`src/rtl/oclib_ready_valid_pipeline_pkg.sv`:
```
// Shared types and sizing helpers for the elastic ready/valid pipeline.
package oclib_ready_valid_pipeline_pkg;

  // Occupancy of one skid stage: nothing, main register only, or main plus skid.
  typedef enum logic [1:0] {
    StEmpty = 2'd0,
    StMain  = 2'd1,
    StBoth  = 2'd2
  } skid_state_e;

  function automatic int unsigned RvPipeCapacity(input int unsigned length,
                                                 input bit skid_buffer);
    return skid_buffer ? 2 * length : length;
  endfunction

  // A zero-length pipeline still exposes a 1-bit count tied to zero.
  function automatic int unsigned RvPipeCountWidth(input int unsigned length,
                                                   input bit skid_buffer);
    int unsigned cap;
    cap = RvPipeCapacity(length, skid_buffer);
    return (cap == 0) ? 1 : $clog2(cap + 1);
  endfunction

endpackage

```
`src/rtl/oclib_ready_valid_pipeline_if.sv`:
```
// One side of a valid/ready stream: the master drives data/valid, the slave drives ready.
interface oclib_ready_valid_pipeline_if #(
  parameter int unsigned Width = 1
) ();

  logic [Width-1:0] data;
  logic             valid;
  logic             ready;

  modport master (output data, output valid, input ready);
  modport slave  (input data, input valid, output ready);

endinterface

```
`src/rtl/oclib_ready_valid_pipeline_slice.sv`:
```
// One pipeline stage: a plain register stage, or a 2-entry skid stage with registered ready.
module oclib_ready_valid_pipeline_slice
  import oclib_ready_valid_pipeline_pkg::*;
#(
  parameter int unsigned Width      = 1,
  parameter bit          SkidBuffer = 1'b0,
  parameter bit          DontTouch  = 1'b0
) (
  input  logic             clock,
  input  logic             resetN,
  input  logic [Width-1:0] in_data,
  input  logic             in_valid,
  output logic             in_ready,
  output logic [Width-1:0] out_data,
  output logic             out_valid,
  input  logic             out_ready
);

  localparam int unsigned RegWidth = SkidBuffer ? 2 * Width + 3 : Width + 1;

  // All stage state lives in one vector so the keep attributes apply in a single place.
  logic [RegWidth-1:0] regs_q, regs_d;

  if (DontTouch) begin : g_keep
    (* shreg_extract = "false", dont_touch = "true" *) logic [RegWidth-1:0] r_q;
    always_ff @(posedge clock) begin
      r_q <= regs_d;
    end
    assign regs_q = r_q;
  end else begin : g_free
    (* shreg_extract = "false", dont_touch = "false" *) logic [RegWidth-1:0] r_q;
    always_ff @(posedge clock) begin
      r_q <= regs_d;
    end
    assign regs_q = r_q;
  end

  if (SkidBuffer) begin : g_skid
    skid_state_e      state_q, state_d;
    logic             ready_q;
    logic             in_xfer;
    logic [Width-1:0] main_q, main_d;
    logic [Width-1:0] skid_q, skid_d;

    assign main_q  = regs_q[Width-1:0];
    assign skid_q  = regs_q[2*Width-1:Width];
    assign state_q = skid_state_e'(regs_q[2*Width+1:2*Width]);
    assign ready_q = regs_q[2*Width+2];
    assign in_xfer = in_valid && ready_q;

    always_comb begin
      state_d = state_q;
      main_d  = main_q;
      skid_d  = skid_q;
      unique case (state_q)
        StEmpty: begin
          if (in_xfer) begin
            state_d = StMain;
            main_d  = in_data;
          end
        end
        StMain: begin
          if (out_ready) begin
            if (in_xfer) main_d = in_data;
            else         state_d = StEmpty;
          end else if (in_xfer) begin
            // Downstream stalled: park the new beat behind the held one.
            state_d = StBoth;
            skid_d  = in_data;
          end
        end
        StBoth: begin
          // Ready is low here, so only the skid can refill main.
          if (out_ready) begin
            state_d = StMain;
            main_d  = skid_q;
          end
        end
        default: state_d = StEmpty;
      endcase
      if (!resetN) state_d = StEmpty;
      regs_d = {(resetN && (state_d != StBoth)), state_d, skid_d, main_d};
    end

    assign in_ready  = ready_q;
    assign out_valid = (state_q != StEmpty);
    assign out_data  = main_q;
  end else begin : g_plain
    logic             valid_q, valid_d;
    logic [Width-1:0] data_q, data_d;

    assign valid_q  = regs_q[Width];
    assign data_q   = regs_q[Width-1:0];
    assign in_ready = !valid_q || out_ready;

    always_comb begin
      valid_d = valid_q;
      data_d  = data_q;
      if (in_ready) begin
        valid_d = in_valid;
        if (in_valid) data_d = in_data;
      end
      if (!resetN) valid_d = 1'b0;
      regs_d = {valid_d, data_d};
    end

    assign out_valid = valid_q;
    assign out_data  = data_q;
  end

endmodule

```
`src/rtl/oclib_ready_valid_pipeline.sv`:
```
// Elastic ready/valid retiming pipeline: a chain of Length stages plus an occupancy counter.
module oclib_ready_valid_pipeline
  import oclib_ready_valid_pipeline_pkg::*;
#(
  parameter int unsigned Width      = 1,
  parameter int unsigned Length     = 1,
  parameter bit          SkidBuffer = 1'b0,
  parameter bit          DontTouch  = 1'b0,
  localparam int unsigned CountWidth = RvPipeCountWidth(Length, SkidBuffer)
) (
  input  logic                        clock,
  input  logic                        resetN,
  oclib_ready_valid_pipeline_if.slave  in_rv,
  oclib_ready_valid_pipeline_if.master out_rv,
  output logic [CountWidth-1:0]       count
);

  if (Length == 0) begin : g_pass
    logic unused_clk_rst;
    assign unused_clk_rst = clock ^ resetN;

    assign out_rv.data  = in_rv.data;
    assign out_rv.valid = in_rv.valid;
    assign in_rv.ready  = out_rv.ready;
    assign count        = '0;
  end else begin : g_pipe
    logic [Width-1:0]      data_s  [Length+1];
    logic                  valid_s [Length+1];
    logic                  ready_s [Length+1];
    logic                  in_xfer, out_xfer;
    logic [CountWidth-1:0] count_q;

    assign data_s[0]  = in_rv.data;
    assign valid_s[0] = in_rv.valid;
    // Both ends are masked during reset so nothing transfers until stages are cleared.
    assign in_rv.ready  = resetN && ready_s[0];
    assign out_rv.valid = resetN && valid_s[Length];
    assign out_rv.data  = data_s[Length];
    assign ready_s[Length] = out_rv.ready;

    for (genvar i = 0; i < Length; i++) begin : g_stage
      oclib_ready_valid_pipeline_slice #(
        .Width      (Width),
        .SkidBuffer (SkidBuffer),
        .DontTouch  (DontTouch)
      ) u_slice (
        .clock     (clock),
        .resetN    (resetN),
        .in_data   (data_s[i]),
        .in_valid  (valid_s[i]),
        .in_ready  (ready_s[i]),
        .out_data  (data_s[i+1]),
        .out_valid (valid_s[i+1]),
        .out_ready (ready_s[i+1])
      );
    end

    assign in_xfer  = in_rv.valid && in_rv.ready;
    assign out_xfer = out_rv.valid && out_rv.ready;

    always_ff @(posedge clock) begin
      if (!resetN) begin
        count_q <= '0;
      end else if (in_xfer && !out_xfer) begin
        count_q <= count_q + CountWidth'(1);
      end else if (!in_xfer && out_xfer) begin
        count_q <= count_q - CountWidth'(1);
      end
    end

    assign count = count_q;
  end

endmodule

```
`src/flat_wrapper.sv`:
```
// flat-port wrapper written by rule: the top's interface ports become plain ports
module oclib_ready_valid_pipeline_flat import oclib_ready_valid_pipeline_pkg::*;
#(
  parameter int unsigned Width      = 1,
  parameter int unsigned Length     = 1,
  parameter bit          SkidBuffer = 1'b0,
  parameter bit          DontTouch  = 1'b0,
  localparam int unsigned CountWidth = RvPipeCountWidth(Length, SkidBuffer)
)
  (clock, resetN, count, in_rv_data, in_rv_valid, in_rv_ready, out_rv_data, out_rv_valid, out_rv_ready);
  oclib_ready_valid_pipeline_if #(.Width(Width)) in_rv_i ();
  oclib_ready_valid_pipeline_if #(.Width(Width)) out_rv_i ();
  input  logic clock;
  input  logic resetN;
  output logic [CountWidth-1:0] count;
  input wire logic [$bits(in_rv_i.data)-1:0] in_rv_data;
  input wire logic [$bits(in_rv_i.valid)-1:0] in_rv_valid;
  output wire logic [$bits(in_rv_i.ready)-1:0] in_rv_ready;
  output wire logic [$bits(out_rv_i.data)-1:0] out_rv_data;
  output wire logic [$bits(out_rv_i.valid)-1:0] out_rv_valid;
  input wire logic [$bits(out_rv_i.ready)-1:0] out_rv_ready;
  assign in_rv_i.data = in_rv_data;
  assign in_rv_i.valid = in_rv_valid;
  assign in_rv_ready = in_rv_i.ready;
  assign out_rv_data = out_rv_i.data;
  assign out_rv_valid = out_rv_i.valid;
  assign out_rv_i.ready = out_rv_ready;
  oclib_ready_valid_pipeline #(.Width(Width), .Length(Length), .SkidBuffer(SkidBuffer), .DontTouch(DontTouch)) u_core (.clock(clock), .resetN(resetN), .in_rv(in_rv_i), .out_rv(out_rv_i), .count(count));
endmodule
```
`config.mk`:
```
export PLATFORM = sky130hd
export DESIGN_NAME = oclib_ready_valid_pipeline_flat
export DESIGN_NICKNAME = d
export VERILOG_FILES = /design/src/rtl/oclib_ready_valid_pipeline_pkg.sv /design/src/rtl/oclib_ready_valid_pipeline_if.sv /design/src/rtl/oclib_ready_valid_pipeline_slice.sv /design/src/rtl/oclib_ready_valid_pipeline.sv /design/src/flat_wrapper.sv
export SDC_FILE = /design/constraint.sdc
export NUM_CORES = 1
export LEC_CHECK = 0
export ABC_AREA = 1
export BUFFER_PORTS_ARGS = -buffer_cell sky130_fd_sc_hd__buf_2
export CAP_MARGIN = 0
export CORE_AREA = 2 2 39 41
export DETAILED_ROUTE_END_ITERATION = 8
export DIE_AREA = 0 0 41 43
export PLACE_DENSITY = 0.3
export SETUP_SLACK_MARGIN = 0.05
export SYNTH_ARGS = -nofsm -noshare
export SYNTH_HDL_FRONTEND = slang
export SYNTH_SLANG_ARGS = --single-unit
```
`constraint.sdc`:
```
create_clock -name clock -period 1.3 [get_ports clock]
set_input_delay 0.13 -clock clock [delete_from_list [all_inputs] [get_ports clock]]
set_output_delay 0.13 -clock clock [all_outputs]
set_load 0.01 [all_outputs]
```
==> results of run 1 <==
through the flow:
stage / hold WS [ns] / total power, mW / cells / setup WS [ns]
after global routing: 0.0679 / 0.337 / 48 / 0.0836
after global placement: 0.312 / 0.148 / 44 / 0.401
after CTS: 0.0723 / 0.323 / 48 / 0.138
after detailed placement: 0.317 / 0.149 / 44 / 0.374
final: 0.0793 / 0.316 / 48 / 0.167
after floorplan: 0.229 / 0.131 / 20 / 0.345
critical path: cells and delay by family (launching register included):
kind,cells,cell delay (ns)
buffers and inverters,1,0.18
DFF,1,0.35
AOI/OAI and AO/OA,1,0.24
cells in the final DEF (no fill, tap or decap):
| cell | n |
|---|---|
| a21oi_1 | 4 |
| nor2_1 | 3 |
| dfxtp_1 | 2 |
| buf_2 | 8 |
| inv_1 | 5 |
| clkbuf_4 | 3 |
| edfxtp_1 | 1 |
| nand2_1 | 4 |
| nand3_1 | 1 |
| clkbuf_1 | 1 |
logic make-up (layout without fill, tap and decap cells):
kind of cell           count (synthesis)  count (layout)  synth area share [%]
AO/OA/AOI/OAI                          4               4                  14.3
buffers and inverters                  5              17                  13.4
flip-flops                             3               3                  50.0
AND/OR/NAND/NOR                        8               8                  22.3
power groups by stage:
stage          Sequential [mW]  Clock, mW  Combinational [mW]
6_report                 0.110      0.169              0.0373
3_5_place_dp             0.111          0              0.0375
4_1_cts                  0.110      0.175              0.0381
2_1_floorplan            0.113          0              0.0182
5_1_grt                  0.110      0.184              0.0430
3_3_place_gp             0.111          0              0.0372
sequential cells by signal (all words and copies together), names as in the netlist:
| register | flops |
|---|---|
| u_core.count | 1 |
| u_core.g_pipe.g_stage.u_slice.g_free.r_q | 2 |
how the worst max path moves through the flow:
stage / start / cells past startpoint / slack (ns) / end
floorplan: u_core.g_pipe.g_stage[0].u_slice.g_free.r_q[1] / 4 / 0.34 / u_core.count
global placement: u_core.g_pipe.g_stage[0].u_slice.g_free.r_q[1] / 5 / 0.40 / u_core.count
detailed placement: u_core.g_pipe.g_stage[0].u_slice.g_free.r_q[1] / 5 / 0.37 / u_core.count
CTS: u_core.g_pipe.g_stage[0].u_slice.g_free.r_q[1] / 2 / 0.14 / in_rv_ready
global route: u_core.g_pipe.g_stage[0].u_slice.g_free.r_q[1] / 2 / 0.08 / in_rv_ready
finish: u_core.g_pipe.g_stage[0].u_slice.g_free.r_q[1] / 2 / 0.17 / in_rv_ready
cell usage after synthesis:
library cell	count
a21oi_1	4
nand3_1	1
nand2_1	4
dfxtp_1	2
inv_1	5
edfxtp_1	1
nor2_1	3
cell type report:
cell class	instances	area (um^2)	area share [%]
Tap cell	16	20.0	8.84
Clock buffer	4	26.3	11.6
Timing Repair Buffer	8	40.0	17.7
Sequential cell	3	70.1	30.9
Multi-Input combinational cell	12	51.3	22.7
Inverter	5	18.8	8.29
metal layers:
layer	track usage, %	wire (um)	vias to the layer above
met1	5.81	176	59
met3	7.85	66	0
met2	5.31	106	11
met5	0	0	-
li1	-	-	86
met4	2.00	0	0
==> impl_metrics.env, run 1 <==
export IMPL_drc=0
export IMPL_synth_seq_cells=3
export IMPL_yosysSeqAreaShare_pct=50.0
export IMPL_dieArea_um2=1760
export IMPL_stdcell_area_um2=226
export IMPL_clock_root_buffer="clkbuf_4"
export IMPL_grt_pass1_vias=130
export IMPL_grt_pass1_wl_um=545
export IMPL_rr_worst_depth=5
export IMPL_fin_nets=38
export IMPL_r2r_slack_ns=0.38
export IMPL_grt_overflow=0
export IMPL_finalCriticalPeriod_ns=1.13
export IMPL_fill_cells=168
export IMPL_post_route_util_pct=16.4
export IMPL_cts_hold_buf=0
export IMPL_area_delta_synth_final_pct=61.6
export IMPL_max_cap_violations=0
export IMPL_critPathRequiredTime_ns=1.17
export IMPL_clock_path_buffers=2
export IMPL_synth_fp_nets=25
export IMPL_cts_htree_levels=1
export IMPL_pwr_share_comb_pct=11.8
export IMPL_cts_tree="yes"
export IMPL_fin_crit_sh_pct=87.2
export IMPL_synth_cells=20
export IMPL_placed_area_um2=200
export IMPL_hold_path_class="input port to flip-flop"
export IMPL_syn_area_um2=140
export IMPL_power_switching_mw=0.0793
export IMPL_r2r_start="u_core.g_pipe.g_stage[0].u_slice.g_free.r_q[1]"
export IMPL_yosys_area_top_type="dfxtp_1"
export IMPL_drive_above_1_share_pct=34.4
export IMPL_cpPeakStageDelay_ns=0.35
export IMPL_path_class="flip-flop to output pin"
export IMPL_via_per_inst=3.25
export IMPL_hold_viol=0
export IMPL_pwr_share_clk_pct=53.5
export IMPL_yosysWarnings=0
export IMPL_diodes=0
export IMPL_hp_start="in_rv_data"
export IMPL_clk_latency_ns=0.24
export IMPL_setup_tns_ns=0
export IMPL_p_leak_nw=0.129
export IMPL_skew_ns=0.00338
export IMPL_final_max_slew_viol_count=0
export IMPL_crit_arrival_ns=1.00
export IMPL_vias=156
export IMPL_synth_cell_type_count=7
export IMPL_crit_fanout=6
export IMPL_p_int_mw=0.236
export IMPL_relSlewSlack_pct=85.5
export IMPL_cts_resized=0
export IMPL_ios=9
export IMPL_power_density_nw_per_um2=1390
export IMPL_wire_per_inst_um=7.25
export IMPL_fp_row_count=14
export IMPL_cp_slowest_cell="dfxtp_1"
export IMPL_gp_congestion=0.676
export IMPL_setup_viol=0
export IMPL_core_region_area_um2=1380
export IMPL_grt_max_degree=7
export IMPL_netSwitchingFraction_pct=25.1
export IMPL_critPathCaptureType="output pin"
export IMPL_min_path_cells=1
export IMPL_tightest_slew_ns=0.217
export IMPL_fmax_mhz=882
export IMPL_crit_chain="a21oi_1 > buf_2"
export IMPL_cts_sinks=3
export IMPL_hpwl_um=256
export IMPL_antenna_found_initial=0
export IMPL_firstDrtPassIters=2
export IMPL_cts_buffers=3
export IMPL_grt_setup_unrepaired="false"
export IMPL_portBuffers=8
export IMPL_seqPwrFrac_pct=34.7
export IMPL_cp_start_kind="flip-flop"
export IMPL_holdPathEnd="u_core.g_pipe.g_stage[0].u_slice.g_free.r_q[0]"
export IMPL_r2r_end="u_core.count"
export IMPL_syn_avg_cell_area_um2=7.01
export IMPL_fp_dieW_um=41
export IMPL_clk_pin_slew_ns=0.04
export IMPL_start_util_pct=10.1
export IMPL_peakVddDrop_uv=524
export IMPL_netlist_top_cells_area="dfxtp_1 (29%), edfxtp_1 (21%), a21oi_1 (14%)"
export IMPL_post_cts_setup_buffers=0
export IMPL_drt_iter0_drc=2
export IMPL_track_usage_pct=5.33
export IMPL_final_antenna_net_count=0
export IMPL_wl_um=348
export IMPL_fp_dieH_um=43
export IMPL_status="complete, no violations"
export IMPL_netlist_area_leader_share_pct=28.6
(Power assumes the default switching activity.)
==> run 2, diff against run 1 <==
==> constraint.sdc (replaced) <==
create_clock -name clock -period 1.41 [get_ports clock]
set_input_delay 0.141 -clock clock [delete_from_list [all_inputs] [get_ports clock]]
set_output_delay 0.141 -clock clock [all_outputs]
set_load 0.01 [all_outputs]
==> impl_metrics.env, run 2 (synthesized netlist as in run 1, its figures left out) <==
export IMPL_peakVddDrop_uv=284
export IMPL_cpPeakStageDelay_ns=0.34
export IMPL_fp_dieW_um=41
export IMPL_clock_path_buffers=2
export IMPL_grt_setup_unrepaired="false"
export IMPL_p_total_mw=0.288
export IMPL_setup_tns_ns=0
export IMPL_clk_pin_slew_ns=0.04
export IMPL_cts_resized=0
export IMPL_whs_ns=0.0880
export IMPL_mostFrequentLayoutCells="buf_2 (8), inv_1 (5), a21oi_1 (4), nand2_1 (4)"
export IMPL_vias=158
export IMPL_critPathCaptureType="output pin"
export IMPL_skew_ns=0.000827
export IMPL_post_cts_setup_buffers=0
export IMPL_clock_root_buffer="clkbuf_4"
export IMPL_finalWorstSetupSlack_ns=0.282
export IMPL_grt_pass1_vias=114
export IMPL_drive_above_1_share_pct=34.4
export IMPL_cts_hold_buf=0
export IMPL_grt_pass1_wl_um=414
export IMPL_max_cap_violations=0
export IMPL_start_util_pct=10.1
export IMPL_cp_slowest_cell="dfxtp_1"
export IMPL_grt_max_degree=7
export IMPL_top_register="u_core.g_pipe.g_stage.u_slice.g_free.r_q"
export IMPL_finalNonFillerCells=48
export IMPL_grt_overflow=0
export IMPL_via_per_inst=3.29
export IMPL_hold_path_class="input port to flip-flop"
export IMPL_status="complete, no violations"
export IMPL_largest_reg_flops=2
export IMPL_cp_start_kind="flip-flop"
export IMPL_hpwl_um=257
export IMPL_fmax_mhz=886
export IMPL_tightest_slew_ns=0.218
export IMPL_setup_viol=0
export IMPL_hold_viol=0
export IMPL_cp_startpoint="u_core.g_pipe.g_stage[0].u_slice.g_free.r_q[1]"
export IMPL_final_antenna_net_count=0
export IMPL_cts_tree="yes"
export IMPL_cts_htree_levels=1
export IMPL_dieArea_um2=1760
export IMPL_portBuffers=8
export IMPL_crit_chain="a21oi_1 > buf_2"
export IMPL_critPathRequiredTime_ns=1.27
export IMPL_fin_crit_sh_pct=80.0
export IMPL_crit_fanout=6
export IMPL_fp_dieH_um=43
export IMPL_placed_area_um2=200
export IMPL_place_ws_ns=0.517
export IMPL_drt_iter0_drc=2
export IMPL_clk_latency_ns=0.23
export IMPL_diodes=0
export IMPL_antenna_found_initial=0
export IMPL_wire_per_inst_um=6.85
export IMPL_area_delta_synth_final_pct=61.6
export IMPL_post_route_util_pct=16.4
export IMPL_fp_row_count=14
export IMPL_hp_start="in_rv_data"
export IMPL_finalCriticalPeriod_ns=1.13
export IMPL_p_leak_nw=0.129
export IMPL_cts_buffers=3
export IMPL_cts_sinks=3
export IMPL_crit_arrival_ns=0.99
export IMPL_r2r_start="u_core.g_pipe.g_stage[0].u_slice.g_free.r_q[1]"
export IMPL_placed_cells=44
export IMPL_power_density_nw_per_um2=1270
export IMPL_firstDrtPassIters=3
export IMPL_core_region_area_um2=1380
export IMPL_drc=0
export IMPL_relSlewSlack_pct=85.4
export IMPL_final_max_slew_viol_count=0
export IMPL_path_class="flip-flop to output pin"
export IMPL_final_common_cell="buf_2"
export IMPL_wl_um=329
export IMPL_gp_congestion=0.679
export IMPL_fin_nets=38
export IMPL_track_usage_pct=4.22
export IMPL_stdcell_area_um2=226
export IMPL_ios=9
==> run 2: cell counts in the layout (fill, tap and decap cells not counted) <==
No cell type changed its count.
==> run 2: layer usage <==
layer  share of wire [%]  GRT usage, %  vias up
met4                   0          6.00        0
met5                   0             0        -
met2                  32          4.06       10
met1                  49          4.52       62
met3                  19          3.14        0
li1                    -             -       86
==> run 2: path summary, 6_finish.rpt <==
check / endpoint / slack, ns / depth (start not counted)
setup / recovery: in_rv_ready / 0.28 / 2
hold reg to reg: u_core.count / 0.52 / 2
hold / removal: u_core.g_pipe.g_stage[0].u_slice.g_free.r_q[0] / 0.09 / 1
setup reg to reg: u_core.count / 0.51 / 5
==> run 2: power by group <==
group          switching (mW)  internal, mW  total (mW)
clock                  0.0466         0.106       0.153
combinational          0.0190        0.0153      0.0343
sequential            0.00466        0.0963       0.101
total                  0.0702         0.218       0.288
==> run 2: area by class of cell <==
| type | count | area [um^2] |
|---|---|---|
| fillers | 149 | 1160 |
| flip-flops and latches | 3 | 70.1 |
| multi-input cells | 12 | 51.3 |
| repair buffers | 8 | 40.0 |
| clock buffers | 4 | 26.3 |
| well taps | 16 | 20.0 |
| inverters | 5 | 18.8 |
==> run 2: worst max-delay path: cells and delay by family (launching register included) <==
family / cells / cell delay [ns]
DFF: 1 / 0.34
AOI/OAI and AO/OA: 1 / 0.24
buffers and inverters: 1 / 0.17
==> run 3, diff against run 2 <==
==> constraint.sdc (replaced) <==
create_clock -name clock -period 0.9 [get_ports clock]
set_input_delay 0.09 -clock clock [delete_from_list [all_inputs] [get_ports clock]]
set_output_delay 0.09 -clock clock [all_outputs]
set_load 0.01 [all_outputs]
==> impl_metrics.env, run 3 (synthesized netlist as in run 1, its figures left out) <==
export IMPL_hold_viol=0
export IMPL_placed_cells=44
export IMPL_clk_latency_ns=0.24
export IMPL_fp_dieH_um=43
export IMPL_dieArea_um2=1760
export IMPL_final_common_cell="buf_2"
export IMPL_fin_nets=38
export IMPL_track_usage_pct=6.13
export IMPL_cp_start_kind="flip-flop"
export IMPL_fin_crit_sh_pct=108
export IMPL_grt_pass1_vias=155
export IMPL_antenna_found_initial=0
export IMPL_hpwl_um=261
export IMPL_mostFrequentLayoutCells="buf_2 (7), inv_1 (5), nand2_1 (4), a21oi_1 (3), clkbuf_4 (3)"
export IMPL_gp_congestion=0.579
export IMPL_drive_above_1_share_pct=43.8
export IMPL_status="complete, but fails checks"
export IMPL_wire_per_inst_um=8.04
export IMPL_power_density_nw_per_um2=1890
export IMPL_portBuffers=8
export IMPL_core_region_area_um2=1380
export IMPL_drt_iter0_drc=1
export IMPL_start_util_pct=10.1
export IMPL_finalNonFillerCells=48
export IMPL_top_register="u_core.g_pipe.g_stage.u_slice.g_free.r_q"
export IMPL_largest_reg_flops=2
export IMPL_clock_path_buffers=2
export IMPL_skew_ns=0.00616
export IMPL_final_max_slew_viol_count=0
export IMPL_critPathRequiredTime_ns=0.81
export IMPL_vias=165
export IMPL_cts_htree_levels=1
export IMPL_relSlewSlack_pct=90.3
export IMPL_drc=0
export IMPL_finalWorstSetupSlack_ns=-0.0706
export IMPL_grt_max_degree=7
export IMPL_via_per_inst=3.44
export IMPL_cts_tree="yes"
export IMPL_post_cts_setup_buffers=0
export IMPL_tightest_slew_ns=0.145
export IMPL_cp_startpoint="u_core.g_pipe.g_stage[0].u_slice.g_free.r_q[1]"
export IMPL_crit_arrival_ns=0.88
export IMPL_path_class="flip-flop to output pin"
export IMPL_firstDrtPassIters=4
export IMPL_grt_setup_unrepaired="true"
export IMPL_fp_dieW_um=41
export IMPL_crit_fanout=6
export IMPL_ios=9
export IMPL_grt_overflow=0
export IMPL_post_route_util_pct=18.1
export IMPL_place_ws_ns=-0.00965
export IMPL_r2r_end="u_core.count"
export IMPL_fill_cells=161
export IMPL_r2r_start="u_core.g_pipe.g_stage[0].u_slice.g_free.r_q[1]"
export IMPL_violations="negative setup slack"
export IMPL_area_delta_synth_final_pct=78.6
export IMPL_fp_row_count=14
export IMPL_diodes=0
export IMPL_max_cap_violations=0
export IMPL_setup_viol=2
export IMPL_cp_endpoint="in_rv_ready"
export IMPL_rr_worst_depth=6
export IMPL_wl_um=386
export IMPL_critPathCaptureType="output pin"
export IMPL_grt_pass1_wl_um=621
export IMPL_clock_root_buffer="clkbuf_4"
export IMPL_fmax_mhz=1030
export IMPL_r2r_slack_ns=0.06
export IMPL_setup_tns_ns=-0.0901
export IMPL_p_leak_nw=0.133
export IMPL_cts_hold_buf=0
export IMPL_finalCriticalPeriod_ns=0.971
export IMPL_cts_buffers=3
export IMPL_hold_path_class="input port to flip-flop"
export IMPL_cts_sinks=3
export IMPL_peakVddDrop_uv=762
export IMPL_final_antenna_net_count=0
export IMPL_clk_pin_slew_ns=0.04
-- run 3: cell counts in the layout (fill, tap and decap cells not counted) --
No cell type changed its count.
-- run 3: how the worst min path moves through the flow --
stage | slack, ns | end | from | cells past startpoint
after global placement | 0.27 | u_core.g_pipe.g_stage[0].u_slice.g_free.r_q[0] | in_rv_data | 1
after detailed placement | 0.28 | u_core.g_pipe.g_stage[0].u_slice.g_free.r_q[0] | in_rv_data | 1
after floorplan | 0.19 | u_core.g_pipe.g_stage[0].u_slice.g_free.r_q[0] | in_rv_data | 0
after global routing | 0.03 | u_core.g_pipe.g_stage[0].u_slice.g_free.r_q[0] | in_rv_data | 1
after CTS | 0.04 | u_core.g_pipe.g_stage[0].u_slice.g_free.r_q[0] | in_rv_data | 1
final | 0.05 | u_core.g_pipe.g_stage[0].u_slice.g_free.r_q[0] | in_rv_data | 1
-- run 3: where the power goes --
group / switching [mW] / internal [mW]
registers: 0.00884 / 0.150
clock network: 0.0810 / 0.167
logic: 0.0347 / 0.0305
total: 0.124 / 0.347
-- run 3: worst max-delay path: stages (launching register included) --
cell and delay (ns):
dfxtp_4 0.36, a21oi_4 0.16, buf_6 0.12
-- run 3: area by class of cell --
cell class                 count  area (um^2)  area share (%)
timing repair buffer           8         46.3            18.5
sequential                     3         73.8            29.5
clock buffer                   4         26.3            10.5
multi-input combinational     12         65.1            26.0
inverter                       5         18.8            7.50
tap                           16         20.0            8.00
-- run 3: per-layer routing --
metal	GRT usage, %	wire length (um)	vias to the layer above
met1	7.10	157	64
met3	6.81	94	3
li1	-	-	84
met2	5.31	126	14
met4	6.00	8	0
met5	0	0	-
-- run 3: through the flow --
step	total power [mW]	hold slack (ns)	instance area [um^2]
after global routing	0.513	0.0279	250
after global placement	0.216	0.270	204
final	0.472	0.0466	250
after floorplan	0.191	0.189	144
after detailed placement	0.216	0.280	204
after CTS	0.478	0.0364	244
-- run 3: what timing repair did --
| item | 4_1_cts | 5_1_grt |
|---|---|---|
| cloned | 0 | 0 |
| resized for setup | 4 | 1 |
| setup endpoints to repair | 3 | 4 |
| pin swaps | 1 | 1 |
